--- src/rtl/ps2_host_tx.sv ---
// ps2_host_tx: host-to-device PS/2 command transmitter.
//
// Sends one byte (8 data bits LSB first, odd parity, stop) to a PS/2 device
// over open-drain clock/data lines. The sequence is: inhibit the clock,
// request-to-send by pulling data low, then shift bits out on device-driven
// clock falling edges. The device ACK is sampled on the 11th falling edge.
//
// Optional build macro: PS2_TX_TIMEOUT_EN enables a watchdog that aborts the
// transfer (done with err=1) if the device has not finished TIMEOUT_CYCLES
// cycles after the host releases the clock.
//
// Ports:
//   pclk         in   clock, rising-edge
//   rst          in   asynchronous active-high reset
//   tx_data[7:0] in   byte to send, latched on accept
//   tx_valid     in   send request
//   tx_ready     out  high in IDLE; accept = tx_valid && tx_ready
//   ps2_clk_in   in   raw PS/2 clock pin level (asynchronous)
//   ps2_data_in  in   raw PS/2 data pin level (asynchronous)
//   ps2_clk_oe   out  1 pulls the clock line low
//   ps2_data_oe  out  1 pulls the data line low
//   busy         out  high whenever not IDLE
//   done         out  one-cycle pulse at the end of a transfer
//   err          out  valid with done: 1 = NACK or timeout

module ps2_host_tx #(
  parameter int unsigned INHIBIT_CYCLES = 6500,
  parameter int unsigned REQ_CYCLES     = 16,
  parameter int unsigned TIMEOUT_CYCLES = 1300000
) (
  input  logic       pclk,
  input  logic       rst,
  input  logic [7:0] tx_data,
  input  logic       tx_valid,
  output logic       tx_ready,
  input  logic       ps2_clk_in,
  input  logic       ps2_data_in,
  output logic       ps2_clk_oe,
  output logic       ps2_data_oe,
  output logic       busy,
  output logic       done,
  output logic       err
);

  // One counter times the inhibit/request phases and, when enabled, the
  // watchdog; those intervals never overlap, so it is sized for the largest.
  localparam int unsigned MAX_AB  = (INHIBIT_CYCLES > REQ_CYCLES) ? INHIBIT_CYCLES : REQ_CYCLES;
  localparam int unsigned MAX_CYC = (MAX_AB > TIMEOUT_CYCLES) ? MAX_AB : TIMEOUT_CYCLES;
  localparam int unsigned CNT_W   = $clog2(MAX_CYC + 1);
  localparam logic [CNT_W-1:0] INH_LAST = CNT_W'(INHIBIT_CYCLES - 1);
  localparam logic [CNT_W-1:0] REQ_LAST = CNT_W'(REQ_CYCLES - 1);
`ifdef PS2_TX_TIMEOUT_EN
  localparam logic [CNT_W-1:0] TO_LAST  = CNT_W'(TIMEOUT_CYCLES - 1);
`endif

  typedef enum logic [2:0] {
    S_IDLE,
    S_INHIBIT,
    S_REQ,
    S_SHIFT,
    S_WAIT_IDLE
  } state_t;

  state_t           state_q, state_d;
  logic [CNT_W-1:0] cnt_q, cnt_d;
  logic [3:0]       n_q, n_d;
  logic             clk_oe_q, clk_oe_d;
  logic             data_oe_q, data_oe_d;
  logic             done_q, done_d;
  logic             err_q, err_d;
  logic             nack_q, nack_d;
  logic [7:0]       tx_q, tx_d;
  logic             par_q, par_d;

  logic clk_s1_q, clk_s2_q, clk_prev_q;
  logic data_s1_q, data_s2_q;
  logic fe;
  logic [3:0] n_next;

  // Single-shot edge: one fe per sampled 1->0 transition of the synced clock.
  assign fe     = clk_prev_q & ~clk_s2_q;
  assign n_next = n_q + 4'd1;

  always_comb begin
    state_d   = state_q;
    cnt_d     = cnt_q;
    n_d       = n_q;
    clk_oe_d  = clk_oe_q;
    data_oe_d = data_oe_q;
    done_d    = 1'b0;
    err_d     = err_q;
    nack_d    = nack_q;
    tx_d      = tx_q;
    par_d     = par_q;

    case (state_q)
      S_IDLE: begin
        clk_oe_d  = 1'b0;
        data_oe_d = 1'b0;
        cnt_d     = '0;
        if (tx_valid) begin
          tx_d     = tx_data;
          par_d    = ~^tx_data;
          clk_oe_d = 1'b1;
          state_d  = S_INHIBIT;
        end
      end

      S_INHIBIT: begin
        if (cnt_q == INH_LAST) begin
          cnt_d     = '0;
          data_oe_d = 1'b1;
          state_d   = S_REQ;
        end else begin
          cnt_d = cnt_q + 1'b1;
        end
      end

      S_REQ: begin
        if (cnt_q == REQ_LAST) begin
          // Data stays low as the start bit while the device starts clocking.
          cnt_d    = '0;
          clk_oe_d = 1'b0;
          n_d      = '0;
          state_d  = S_SHIFT;
        end else begin
          cnt_d = cnt_q + 1'b1;
        end
      end

      S_SHIFT: begin
        if (fe) begin
          n_d = n_next;
          if (n_next <= 4'd8) begin
            data_oe_d = ~tx_q[n_q[2:0]];
          end else if (n_next == 4'd9) begin
            data_oe_d = ~par_q;
          end else if (n_next == 4'd10) begin
            data_oe_d = 1'b0;
          end else begin
            nack_d  = data_s2_q;
            state_d = S_WAIT_IDLE;
          end
        end
`ifdef PS2_TX_TIMEOUT_EN
        cnt_d = cnt_q + 1'b1;
        if (cnt_q == TO_LAST) begin
          clk_oe_d  = 1'b0;
          data_oe_d = 1'b0;
          done_d    = 1'b1;
          err_d     = 1'b1;
          state_d   = S_WAIT_IDLE;
        end
`endif
      end

      S_WAIT_IDLE: begin
        // done is raised while still busy; IDLE (tx_ready) follows a cycle later.
        if (done_q) begin
          state_d = S_IDLE;
        end else begin
          if (clk_s2_q && data_s2_q) begin
            done_d = 1'b1;
            err_d  = nack_q;
          end
`ifdef PS2_TX_TIMEOUT_EN
          cnt_d = cnt_q + 1'b1;
          if (cnt_q == TO_LAST) begin
            clk_oe_d  = 1'b0;
            data_oe_d = 1'b0;
            done_d    = 1'b1;
            err_d     = 1'b1;
          end
`endif
        end
      end

      default: begin
        clk_oe_d  = 1'b0;
        data_oe_d = 1'b0;
        state_d   = S_IDLE;
      end
    endcase
  end

  always_ff @(posedge pclk or posedge rst) begin
    if (rst) begin
      // Synchronizers reset to the idle (released) line level.
      clk_s1_q   <= 1'b1;
      clk_s2_q   <= 1'b1;
      clk_prev_q <= 1'b1;
      data_s1_q  <= 1'b1;
      data_s2_q  <= 1'b1;
      state_q    <= S_IDLE;
      cnt_q      <= '0;
      n_q        <= '0;
      clk_oe_q   <= 1'b0;
      data_oe_q  <= 1'b0;
      done_q     <= 1'b0;
      err_q      <= 1'b0;
      nack_q     <= 1'b0;
    end else begin
      clk_s1_q   <= ps2_clk_in;
      clk_s2_q   <= clk_s1_q;
      clk_prev_q <= clk_s2_q;
      data_s1_q  <= ps2_data_in;
      data_s2_q  <= data_s1_q;
      state_q    <= state_d;
      cnt_q      <= cnt_d;
      n_q        <= n_d;
      clk_oe_q   <= clk_oe_d;
      data_oe_q  <= data_oe_d;
      done_q     <= done_d;
      err_q      <= err_d;
      nack_q     <= nack_d;
    end
  end

  // Payload holds no control meaning, so it is not reset.
  always_ff @(posedge pclk) begin
    tx_q  <= tx_d;
    par_q <= par_d;
  end

  assign tx_ready    = (state_q == S_IDLE);
  assign busy        = (state_q != S_IDLE);
  assign ps2_clk_oe  = clk_oe_q;
  assign ps2_data_oe = data_oe_q;
  assign done        = done_q;
  assign err         = err_q;

endmodule

--- config.mk ---
export PLATFORM = sky130hd
export DESIGN_NAME = ps2_host_tx
export DESIGN_NICKNAME = d
export VERILOG_FILES = /design/src/rtl/ps2_host_tx.sv
export SDC_FILE = /design/constraint.sdc
export NUM_CORES = 1
export LEC_CHECK = 0
export CAP_MARGIN = 20
export CELL_PAD_IN_SITES_DETAIL_PLACEMENT = 0
export CELL_PAD_IN_SITES_GLOBAL_PLACEMENT = 2
export CORE_MARGIN = 4
export CORE_UTILIZATION = 38
export DETAILED_ROUTE_END_ITERATION = 8
export HOLD_SLACK_MARGIN = 0.06
export PLACE_DENSITY = 0.77
export SLEW_MARGIN = 20
export SYNTH_ARGS = -nofsm -noshare
export SYNTH_HDL_FRONTEND = slang
export SYNTH_SLANG_ARGS = --single-unit
export TNS_END_PERCENT = 20
--- constraint.sdc ---
create_clock -name pclk -period 2.71 [get_ports pclk]
set_clock_uncertainty 0.15 [all_clocks]
set_input_delay 0.542 -clock pclk [delete_from_list [all_inputs] [get_ports pclk]]
set_output_delay 0.542 -clock pclk [all_outputs]
set_load 0.01 [all_outputs]
After elaboration in Yosys (flattened, before gate mapping)
Index checks and enable logic that the tools add are counted.
{ "word_totals": {"ff_bits": 47, "in_bits": 13, "out_inout_bits": 6, "wordCells": 90} }
{ "classes": {"addsub": 2, "magnitude_cmp": 2, "eq_ne": 17, "n_mux": 29, "bitwise": 10, "reduce_logical": 15} }
{ "op_table": {"columns": ["cell", "count"], "rows": [
  ["21-bit one-hot mux with 3 select lines", 1],
  ["21-bit two-way mux", 2],
  ["3-bit two-way mux", 8],
  ["21-bit by 1-bit adder with 21-bit output (second input constant)", 1],
  ["21-bit by 13-bit == test with 1-bit output (second input constant)", 1],
  ["21-bit by 4-bit == test with 1-bit output (second input constant)", 1],
  ["2-bit != test (second input constant)", 8],
  ["3-bit one-hot mux with 5 select lines", 1],
  ["1-bit two-way mux", 11],
  ["1-bit NOT", 9],
  ["4-bit == test (second input constant)", 2],
  ["4-bit two-way mux", 2],
  ["4-bit one-hot mux with 2 select lines", 1],
  ["8-bit AND reduction", 1],
  ["8-bit XNOR reduction", 1],
  ["3-bit by 2-bit == test with 1-bit output (second input constant)", 2],
  ["1-bit one-hot mux with 3 select lines", 2],
  ["3-bit AND reduction", 2],
  ["3-bit nonzero test", 2],
  ["5-bit AND reduction", 1],
  ["4-bit by 1-bit adder with 4-bit output (second input constant)", 1],
  ["4-bit <= comparator (second input constant)", 1],
  ["3-bit by 4-bit < comparator with 1-bit output (second input constant)", 1],
  ["4-bit != test (second input constant)", 1],
  ["11 further kinds", 12]
]} }

Logic depth before layout (Yosys ltp)
{ "logic_depth": {"ltp_word": 7, "mapped_depth": 7, "ltp_nobuf": 7} }

Worst setup path after synthesis
No wires, ideal clock.
{ "synth_timing": {"path_type": "register to register", "start": "register n_q[0]", "end": "register data_oe_q, in the netlist ps2_data_oe", "t_arrival_ns": 1.908, "t_required_ns": 2.441, "slack_ns": 0.533, "stages_incl_launch_ff": 7, "path_buffers": 0, "synth_period_minus_slack_ns": 2.177, "cell_sequence": "dfrtp_1 > ha_1 > a32o_1 > and2_1 > o32a_1 > o31a_1 > o21ba_2"} }
{ "synth_between": {"elab_chain_len": 6, "word_cells_on_any_way": 13, "cone_classes": "1 x add/sub; 1 x order compare; 3 x eq/ne; 6 x mux; 1 x bitwise; 1 x reduce/logical"} }
{ "synth_lines": {"columns": ["element", "line", "source"], "rows": [
  ["start: declaration", "66", "logic [3:0] n_q, n_d;"],
  ["start signal: assignment", "210", "n_q <= n_d;"],
  ["branches (longest 6 deep; another with 4-bit by 1-bit adder with 4-bit output)", null, null],
  ["end signal: assignment", "212", "data_oe_q <= data_oe_d;"],
  ["end: declaration", "68", "logic data_oe_q, data_oe_d;"]
]} }
Parallel ways; which one is timed is not known. The select of a mux whose other input is x is not followed.
A chain may end at the register's enable or synchronous reset.

Worst setup path in the final report
{ "layout_timing": {"start": "register state_q[1]", "end": "output tx_ready"} }
{ "layout_between": {"elab_chain_len": 1} }
{ "layout_lines": {"columns": ["element", "line", "source"], "rows": [
  ["start: declaration", "64", "state_t state_q, state_d;"],
  ["start signal: assignment", "208", "state_q <= state_d;"],
  ["3-bit zero test", "225", "assign tx_ready = (state_q == S_IDLE);"],
  ["end: declaration", "35", "output logic tx_ready,"]
]} }
Every way passes these cells.

==> flow_metrics.tcl <==
set metrics [dict create \
    worst-path-max-fanout 15 \
    drive_gt1_frac 0.124 \
    netlist_top_cells_area "dfrtp_1, edfxtp_1, dfstp_2" \
    yosysWarnings 0 \
    r2r-end "ps2_data_oe$_DFFE_PP0P_" \
    place_area_um2 2910 \
    cp_slowest_stage_delay_ns 0.59 \
    fin_area_um2 3030 \
    core-area_um2 6760 \
    rr_startpoint "n_q[0]$_DFFE_PP0P_" \
    vias 2006 \
    fin_crit_sh 0.899 \
    yosysMostFrequentCell "dfrtp_1" \
    crit_type "flip-flop to output pin" \
    worstHoldStart "clk_s1_q$_DFF_PP1_" \
    ant_nets 0 \
    min_to "clk_s2_q$_DFF_PP1_" \
    start_kind "flip-flop" \
    yosys.area.top_type_share 0.314 \
    vias_per_cell 5.42 \
    crit_path_cell_trace "nor3_2 > clkdlybuf4s50_1" \
    dp.cells 362 \
    leakagePower_nw 1.22 \
    start_util 0.389 \
    drt-wirelength-per-cell_um 15.3 \
    drt-total-wl_um 5680 \
    critPathBufInv 1 \
    status "finished, final reports clean" \
    cp_data_required_time_ns 2.02 \
    die_area_um2 8320 \
    clockBufferDepth 2 \
    cts_sinks 47 \
    yosysSeqAreaShare 0.466 \
    grt_overflow 0 \
    dp_slack_ns 0.413 \
    ys_top_cells_by_count "dfrtp_1, nand2_1, nor2_1, xnor2_1, a21oi_1" \
    cap_violations 0 \
    worst_ep_arrival_time_ns 1.75 \
    endpoint_kind "output pin" \
    synthFlopType "dfrtp_1" \
    async_flop_share 0.809 \
    port_buffers 18 \
    fin_cells 370 \
    io_pins 19 \
    fmax_mhz 410 \
    finalSetupViolCount 0 \
    syn_to_final_growth_pct 15.1 \
    fp-row-count 30 \
    p_per_area_nw_per_um2 786 \
    synth_edf_count 9 \
    clock_latency_ns 0.30 \
    synth_top_cell_by_area "dfrtp_1" \
    maxSlewHeadroom 0.686 \
    multi_input_area_um2 1310 \
    synthCells 268 \
    postCtsSetupBuffers 0 \
    final.setup.worst_slack_ns 0.273 \
    clkTransAtPathRegs_ns 0.10 \
    reg2reg_slack_ns 0.41 \
    hold_depth 0 \
    synth_nets 286 \
    grt_max_degree 17 \
    die_w_um 91.2 \
    avgSynthCellArea_um2 9.82 \
    grt_pass1_vias 1912 \
    drt-initial-drc-count 64 \
    fill_cells 645 \
    cts_tree "done" \
    drcViolationCount 0 \
    syn_area_um2 2630 \
    regArea_um2 1230 \
    cts_buffers 5 \
    grt_setup_unrepaired "no" \
    cp_top_family "buffers and inverters" \
    tns_ns 0 \
    tightestPinTransition_ns 0.470 \
    grt_pass1_wl_um 9670 \
    rr_worst_depth 6 \
    ir_worst_vdd_mv 0.309 \
    cts_root_buffer "clkbuf_8" \
    ys_types 54 \
    grt_use_total 0.146 \
    slew_violations 0 \
    ys_seq_elements 47 \
    die_h_um 91.2 \
    nets 307 \
    period_needed_ns 2.44 \
    drt_pass1_iterations 4 \
    antenna_cells 0 \
    dp_hpwl_um 4140 \
    timing_hold_violations_final 0 \
    antenna_found_initial 0 \
    gp_congestion 0.829 \
    hold_path.class "flip-flop to flip-flop" \
    cts_max_level 2 \
    worst_path_max_delay_cell "clkdlybuf4s50_1" \
]
-- timing repair --
item | CTS | global route
endpoints found under the hold margin | 0 | 0
hold buffers | 0 | 0
gates resized for setup | 0 | 1
endpoints found under the setup margin | 0 | 1
-- worst reg2reg max path: stages (launching register included) --
cell	delay [ns]
dfrtp_1	0.51
ha_1	0.33
a32o_1	0.25
and2_1	0.18
o32a_1	0.34
o31a_1	0.24
o21ba_2	0.21
-- area by class of cell --
cell class / instances / share of cell area
Multi-Input combinational cell: 200 / 0.432
Sequential cell: 47 / 0.405
Timing Repair Buffer: 27 / 0.0818
Tap cell: 80 / 0.0330
Clock buffer: 5 / 0.0227
Clock inverter: 3 / 0.0157
Inverter: 8 / 0.00991
-- how the worst max path moves through the flow --
stage	startpoint	cells after the start	to	slack [ns]
2_1_floorplan	n_q[0]$_DFFE_PP0P_	6	ps2_data_oe$_DFFE_PP0P_	0.53
3_3_place_gp	n_q[0]$_DFFE_PP0P_	6	ps2_data_oe$_DFFE_PP0P_	0.45
3_5_place_dp	n_q[0]$_DFFE_PP0P_	6	ps2_data_oe$_DFFE_PP0P_	0.41
4_1_cts	state_q[1]$_DFFE_PP0P_	2	tx_ready	0.15
5_1_grt	state_q[1]$_DFFE_PP0P_	2	tx_ready	0.13
6_report	state_q[1]$_DFFE_PP0P_	2	tx_ready	0.27
-- per-layer routing --
layer  global-route usage  wire length (um)  vias to the layer above
met5                    0                 0                        -
met4               0.0377                32                        0
met3               0.0315               127                        2
met2                0.197              2360                       25
met1                0.231              3160                      967
li1                     -                 -                     1012
-- registers in the layout, indices dropped and copies added (netlist names), 3 cells and up --
| register | cells |
|---|---|
| state_q | 3 |
| n_q | 4 |
| cnt_q | 21 |
| tx_q | 8 |
-- cell usage in the layout (no fill, tap or decap), types with 3 or more instances in the layout --
master / Yosys / final
nor3_1: 8 / 7
nor2_1: 22 / 22
buf_4: 0 / 9
and4_1: 3 / 3
xnor2_1: 14 / 14
edfxtp_1: 9 / 9
nor2b_1: 5 / 5
o21ai_0: 8 / 8
ha_1: 5 / 5
dfrtp_1: 33 / 33
o22ai_1: 7 / 7
and3_1: 6 / 6
a211oi_1: 3 / 3
nand4_1: 9 / 9
and2_1: 6 / 6
xor2_1: 5 / 5
clkdlybuf4s50_1: 0 / 18
nand3_1: 9 / 9
nor4_1: 7 / 7
inv_1: 8 / 8
dfstp_2: 5 / 5
clkbuf_8: 0 / 5
nand2b_1: 7 / 7
nand2_1: 28 / 28
a31oi_1: 3 / 3
a21oi_1: 12 / 12
-- per-stage QoR --
step | total power, mW | util | hold slack, ns
2_1_floorplan | 1.59 | - | 0.195
3_3_place_gp | 1.86 | 0.430 | 0.196
3_5_place_dp | 1.86 | 0.430 | 0.197
4_1_cts | 2.41 | 0.448 | 0.212
5_1_grt | 2.57 | 0.448 | 0.217
6_report | 2.38 | 0.448 | 0.210
-- cell families after synthesis --
group           after synthesis  share of synthesized area
simple gates                121                      0.246
xor+xnor                     19                     0.0632
mux                           6                     0.0333
fa+ha+maj                     5                     0.0238
compound gates               49                      0.128
flops                        47                      0.466
buf+inv                      21                     0.0385
-- power by group --
| group | internal [mW] | leakage [nW] | total (mW) | switching (mW) |
|---|---|---|---|---|
| Clock | 0.280 | 0.0587 | 0.542 | 0.262 |
| Sequential | 0.835 | 0.571 | 0.988 | 0.153 |
| Combinational | 0.390 | 0.593 | 0.851 | 0.461 |
Note: power is estimated with default switching activity, not from simulation.
